### config.mk
export PLATFORM = sky130hd
export DESIGN_NAME = multi_tick_gen
export DESIGN_NICKNAME = d
export VERILOG_FILES = /design/src/rtl/multi_tick_gen.sv
export SDC_FILE = /design/constraint.sdc
export NUM_CORES = 1
export LEC_CHECK = 0
export BUFFER_PORTS_ARGS = -buffer_cell sky130_fd_sc_hd__buf_2
export CORE_ASPECT_RATIO = 0.75
export CORE_UTILIZATION = 45
export DETAILED_ROUTE_END_ITERATION = 10
export PLACE_DENSITY = 0.59
export SYNTH_ARGS = -nofsm -noshare
export SYNTH_HDL_FRONTEND = slang
export SYNTH_SLANG_ARGS = --single-unit
### constraint.sdc
create_clock -name clk -period 15.2 [get_ports clk]
set_clock_uncertainty 0.15 [all_clocks]
set_input_delay 2.28 -clock clk [delete_from_list [all_inputs] [get_ports clk]]
set_output_delay 2.28 -clock clk [all_outputs]
set_load 0.05 [all_outputs]
### src/rtl/multi_tick_gen.sv
// -----------------------------------------------------------------------------
// multi_tick_gen
//
// Multi-channel programmable tick generator. Each channel divides clk by its
// own runtime-loadable divisor and produces a one-cycle tick pulse at every
// terminal count. A channel runs free (periodic) or produces exactly one tick
// per start pulse (one-shot). A square output toggles on every tick.
//
// Ports:
//   clk       in   system clock
//   reset     in   asynchronous, active-high reset
//   en        in   [CH]     per-channel level enable
//   start     in   [CH]     per-channel one-shot trigger (single-cycle pulse)
//   cfg_we    in   configuration write strobe
//   cfg_ch    in   [CW]     channel index for the configuration write
//   cfg_div   in   [WIDTH]  divisor to load
//   cfg_mode  in   0 = periodic, 1 = one-shot
//   tick      out  [CH]     registered one-cycle pulse per terminal count
//   busy      out  [CH]     registered; channel is counting
//   square    out  [CH]     registered; toggles on every tick
// -----------------------------------------------------------------------------
module multi_tick_gen #(
    parameter int CH          = 4,
    parameter int WIDTH       = 18,
    parameter int DEFAULT_DIV = 131072,
    localparam int CW         = (CH > 1) ? $clog2(CH) : 1
) (
    input  logic             clk,
    input  logic             reset,
    input  logic [CH-1:0]    en,
    input  logic [CH-1:0]    start,
    input  logic             cfg_we,
    input  logic [CW-1:0]    cfg_ch,
    input  logic [WIDTH-1:0] cfg_div,
    input  logic             cfg_mode,
    output logic [CH-1:0]    tick,
    output logic [CH-1:0]    busy,
    output logic [CH-1:0]    square
);

    localparam logic [WIDTH-1:0] DIV_RST = WIDTH'(DEFAULT_DIV);
    localparam logic [WIDTH-1:0] CNT_ONE = {{(WIDTH-1){1'b0}}, 1'b1};
    localparam logic [WIDTH-1:0] CNT_ZERO = {WIDTH{1'b0}};
    // One bit wider than cfg_ch so that an index of CH or above is detectable
    // even when CH is a power of two.
    localparam logic [CW:0] CH_LIM = (CW+1)'(CH);

    logic [WIDTH-1:0] div_q [CH];
    logic [WIDTH-1:0] div_d [CH];
    logic [WIDTH-1:0] cnt_q [CH];
    logic [WIDTH-1:0] cnt_d [CH];
    logic [CH-1:0]    mode_q, mode_d;
    logic [CH-1:0]    armed_q, armed_d;
    logic [CH-1:0]    tick_q, tick_d;
    logic [CH-1:0]    busy_q, busy_d;
    logic [CH-1:0]    square_q, square_d;

    logic             cfg_valid_s;
    logic [CH-1:0]    wr_s;
    logic [CH-1:0]    active_s;
    logic [CH-1:0]    term_s;

    // Next-state computation for every channel: config write, counting, arming.
    always_comb begin
        cfg_valid_s = cfg_we && ({1'b0, cfg_ch} < CH_LIM);
        for (int i = 0; i < CH; i++) begin
            wr_s[i]     = cfg_valid_s && (cfg_ch == CW'(i));
            active_s[i] = en[i] && (div_q[i] != CNT_ZERO) && (!mode_q[i] || armed_q[i]);
            term_s[i]   = (cnt_q[i] == (div_q[i] - CNT_ONE));

            div_d[i]    = div_q[i];
            mode_d[i]   = mode_q[i];
            cnt_d[i]    = CNT_ZERO;
            armed_d[i]  = armed_q[i];
            tick_d[i]   = 1'b0;
            square_d[i] = square_q[i];

            if (wr_s[i]) begin
                // A write wins over a coincident terminal count and drops any
                // start pulse in the same cycle.
                div_d[i]    = cfg_div;
                mode_d[i]   = cfg_mode;
                cnt_d[i]    = CNT_ZERO;
                armed_d[i]  = 1'b0;
                tick_d[i]   = 1'b0;
                square_d[i] = 1'b0;
            end else begin
                if (active_s[i]) begin
                    if (term_s[i]) begin
                        cnt_d[i]    = CNT_ZERO;
                        tick_d[i]   = 1'b1;
                        square_d[i] = ~square_q[i];
                    end else begin
                        cnt_d[i]    = cnt_q[i] + CNT_ONE;
                        tick_d[i]   = 1'b0;
                    end
                end else begin
                    cnt_d[i]  = CNT_ZERO;
                    tick_d[i] = 1'b0;
                end

                if (!en[i]) begin
                    armed_d[i] = 1'b0;
                end else if (mode_q[i] && active_s[i] && term_s[i]) begin
                    // The single one-shot tick disarms the channel.
                    armed_d[i] = 1'b0;
                end else if (mode_q[i] && !armed_q[i] && start[i]) begin
                    armed_d[i] = 1'b1;
                end else begin
                    armed_d[i] = armed_q[i];
                end
            end

            // busy reflects whether the channel will be counting in the next
            // cycle, so it rises together with the arming start pulse.
            busy_d[i] = en[i] && (div_d[i] != CNT_ZERO) && (!mode_d[i] || armed_d[i]);
        end
    end

    // Channel state registers with asynchronous reset to the defaults.
    always_ff @(posedge clk or posedge reset) begin
        if (reset) begin
            for (int i = 0; i < CH; i++) begin
                div_q[i] <= DIV_RST;
                cnt_q[i] <= CNT_ZERO;
            end
            mode_q   <= {CH{1'b0}};
            armed_q  <= {CH{1'b0}};
            tick_q   <= {CH{1'b0}};
            busy_q   <= {CH{1'b0}};
            square_q <= {CH{1'b0}};
        end else begin
            for (int i = 0; i < CH; i++) begin
                div_q[i] <= div_d[i];
                cnt_q[i] <= cnt_d[i];
            end
            mode_q   <= mode_d;
            armed_q  <= armed_d;
            tick_q   <= tick_d;
            busy_q   <= busy_d;
            square_q <= square_d;
        end
    end

    assign tick   = tick_q;
    assign busy   = busy_q;
    assign square = square_q;

endmodule

After elaboration in Yosys (flattened, before gate mapping). Index checks and enable logic that the tools add are counted. Widths: inputs -> output; s select.

Register bits after elaboration: 164. Latch bits: 0. Bits in writable memories: 0. Bits in read-only memories: 0. Input bits: 32. Word-level logic and storage cells: 172. Memories: 0.

Add/subtract/negate cells: 8. Multiply operators: 0. Div/mod/pow operators: 0. Order comparisons: 0. Eq/ne operators: 7. Shift-type cells: 0. Multiplexer cells: 60. Bitwise logic cells: 4. Reductions and logical operators: 77.

Operator list (count): $mux 18 (16); $reduce_bool 18->1 (8); $add 18x1->18 const B (4); $eq 18x18->1 (4); $sub 18x1->18 const B (4); $mux 1 (44); $logic_and 1x1->1 (36); $reduce_bool 2->1 (8); $logic_not 1->1 (12); $logic_or 1x1->1 (8); $reduce_and 2->1 (4); $eq 2x2->1 const B (2); $not 1->1 (4); $eq 2x1->1 const B (1); $logic_not 2->1 (1).

Logic depth before layout (Yosys ltp).
Word-level depth: 10. Mapped depth: 12.

Least setup slack after synthesis. No wires, ideal clock.

Kind: input port to flip-flop. Start: input cfg_ch[1]. End: register busy_q[1], in the netlist busy[1]. Arrival: 3.757 ns. Data required time: 14.911 ns. Slack: 11.154 ns. Cell stages on the path: 7. Buffers on the path: 1. Cells stage by stage: nand3b_1 clkbuf_1 mux2_2 nor4_1 nand3_1 o21ai_0 a31oi_1.

RTL lines: from (decl) (line 33) `input logic [CW-1:0] cfg_ch,`; to (signal assigned) (line 130) `busy_q <= {CH{1'b0}};`; to (signal assigned) (line 140) `busy_q <= busy_d;`; to (decl) (line 55) `logic [CH-1:0] busy_q, busy_d;`.

==> flow_metrics.env <==
export IMPL_status="completed"
export IMPL_power_density_mw_per_mm2=113
export IMPL_async_flop_share_pct=100
export IMPL_layout_cells_non_filler=1412
export IMPL_wirelength_um=24800
export IMPL_finalCriticalPeriod_ns=4.46
export IMPL_clock_root_buffer="clkbuf_16"
export IMPL_postCtsSetupBuffers=0
export IMPL_first_iter_violations=598
export IMPL_hold_viol_final=0
export IMPL_finalMaxSlewViolations=0
export IMPL_cts_sinks=164
export IMPL_postLayoutCoreUtil_pct=51.0
export IMPL_synth_largest_area_cell="dfrtp_1"
export IMPL_cp_slowest_stage_delay_ns=0.80
export IMPL_setup_viol=0
export IMPL_fp_dieW_um=174
export IMPL_first_pass_iters=5
export IMPL_grtUsageTotal_pct=22.9
export IMPL_max_freq_mhz=224
export IMPL_synth_top_area_share_pct=40.2
export IMPL_cts_tree="done"
export IMPL_start_kind="input port"
export IMPL_gp_congestion=0.893
export IMPL_tightest_slew_ns=1.07
export IMPL_arrival_ns=4.62
export IMPL_yosys_warnings=0
export IMPL_critical_path_required_ns=15.36
export IMPL_final_common_cell="nand2_1"
export IMPL_post_route_drc_count=0
export IMPL_synthCells=1091
export IMPL_synth_edff_count=0
export IMPL_clock_latency_ns=0.44
export IMPL_overflow=0
export IMPL_drv_cap=0
export IMPL_p_leak_uw=0.00454
export IMPL_drtAntennaViolNets=0
export IMPL_nets=1151
export IMPL_fin_tns_setup_ns=0
export IMPL_placed_cells_incl_taps=1380
export IMPL_grt_max_degree=89
export IMPL_viasPerCell=5.77
export IMPL_grt_antenna_before_repair=0
export IMPL_rsz0062_at_grt="false"
export IMPL_critPathKind="input port to flip-flop"
export IMPL_cts_resized=0
export IMPL_io_buffers=43
export IMPL_crit_slowest_cell="nand3b_1"
export IMPL_vias=8141
export IMPL_dieArea_mm2=0.0227
export IMPL_clockBufferDepth=2
export IMPL_layout_common_cells="162 x nand2_1, 160 x dfrtp_1, 90 x nor2_1, 69 x xor2_1, 67 x xnor2_1"
export IMPL_synthToLayoutAreaGrowth_pct=9.80
export IMPL_ctsHoldBuffers=0
export IMPL_seq_area_frac_synth_pct=41.3
export IMPL_avgSynthCellArea_um2=9.12
export IMPL_ys_flop_type="dfrtp_1"
export IMPL_hold_class="flip-flop to flip-flop"
export IMPL_dp_hpwl_um=17700
export IMPL_synth_nets=1131
export IMPL_path_cells="buf_2 -> nand3b_1 -> mux2_2 -> nor4_1 -> nand3_1 -> o211ai_1 -> a31oi_1"
export IMPL_synth_seq_cells=164
export IMPL_synth_area_leaders="dfrtp_1 40%, nand2_1 6.1%, xor2_1 6.1%"
export IMPL_num_rows=46
export IMPL_start_util_pct=46.5
export IMPL_die_h_um=131
export IMPL_cts_made_buffers=17
export IMPL_r2r_slack_ns=11.35
export IMPL_relSlewSlack_pct=28.3
export IMPL_h_tree_depth=4
export IMPL_end_kind="flip-flop"
export IMPL_drive_above_1_share_pct=12.6
export IMPL_ys_types=81
export IMPL_synthesis_area_mm2=0.00995
export IMPL_grt_pass1_vias=7639
export IMPL_cp_max_fo=22
export IMPL_n_antenna_cell=0
export IMPL_peakVddDrop_uv=83.3
export IMPL_drt_wirelength_per_cell_um=17.6
export IMPL_clkTransAtPathRegs_ns=0.07
export IMPL_min_period_over_period_pct=29.3
export IMPL_ios=44
export IMPL_coreArea_mm2=0.0214
export IMPL_grt_pass1_wl_um=40800
## per-stage QoR
stage / hold WS [ns] / cell area (µm²) / setup WS, ns / power, µW
after floorplan: 0.319 / 9950 / 8.34 / 729
after detailed placement: 0.348 / 10300 / 10.32 / 795
final: 0.358 / 10900 / 10.74 / 1240
after global placement: 0.344 / 10300 / 10.38 / 793
after CTS: 0.358 / 10900 / 10.79 / 1240
after global routing: 0.386 / 10900 / 10.57 / 1300
## worst max-delay path, delay by kind of cell
| family | cells | cell delay (ns) |
|---|---|---|
| compound gates | 2 | 0.28 |
| mux | 1 | 0.58 |
| simple gates | 3 | 1.34 |
| buf+inv | 1 | 0.13 |
## layer usage
layer | part of all wire, % | global-route usage, %
met2 | 42 | 33.7
met1 | 51 | 34.4
met4 | 1.1 | 5.99
met5 | 0 | 0
met3 | 5.4 | 4.40
## synthesized netlist by cell type, drive strengths merged, types with 7 or more instances
| cell type | number |
|---|---|
| nand2b | 10 |
| and2 | 7 |
| nor4 | 38 |
| nand2 | 162 |
| nor2b | 9 |
| xnor2 | 67 |
| or3 | 17 |
| mux2 | 36 |
| ha | 8 |
| xor2 | 69 |
| dfrtp | 160 |
| a21oi | 13 |
| nor2 | 90 |
| o211ai | 8 |
| o21ai | 22 |
| nand3b | 11 |
| nand3 | 45 |
| nand4 | 19 |
| inv | 29 |
| clkbuf | 30 |
| nor3 | 63 |
| nor4b | 8 |
| a31oi | 9 |
| and3 | 27 |
| buf | 15 |
| or4 | 17 |
| a211oi | 7 |
| nor3b | 9 |
## final timing paths
| kind | from | endpoint | depth (start not counted) |
|---|---|---|---|
| hold / removal | div_q[71]$_DFF_PP1_ | div_q[71]$_DFF_PP1_ | 2 |
| setup / recovery | cfg_ch[0] | busy[2]$_DFF_PP0_ | 7 |
| hold reg to reg | div_q[71]$_DFF_PP1_ | div_q[71]$_DFF_PP1_ | 2 |
| setup reg to reg | div_q[54]$_DFF_PP0_ | cnt_q[63]$_DFF_PP0_ | 9 |
| min in group asynchronous | reset | div_q[59]$_DFF_PP0_ | 2 |
| max in group asynchronous | reset | div_q[48]$_DFF_PP0_ | 3 |
## report_power, final
group          internal, µW  switching [µW]  leakage, µW
registers               478            67.1      0.00213
clock network           247             200     0.000283
logic                   102             144      0.00213
total                   827             411      0.00454
## layout make-up
class / count / area [µm²]
fillers: 2004 / 10500
flip-flops and latches: 164 / 4110
clock inverters: 15 / 173
inverters: 29 / 114
repair buffers: 46 / 238
clock buffers: 17 / 425
multi-input cells: 853 / 5500
well taps: 288 / 360
## state kept, by name (all words and copies together) (netlist names)
signal   cells
armed_q      4
div_q       72
cnt_q       72
mode_q       4
square       4
busy         4
tick         4
## cell families after synthesis
logic type	synth area share, %
buf+inv	3.42
flops	41.3
mux	4.58
fa+ha+maj	1.01
compound gates	8.54
simple gates	29.2
xor+xnor	12.0
(Power assumes the default switching activity.)
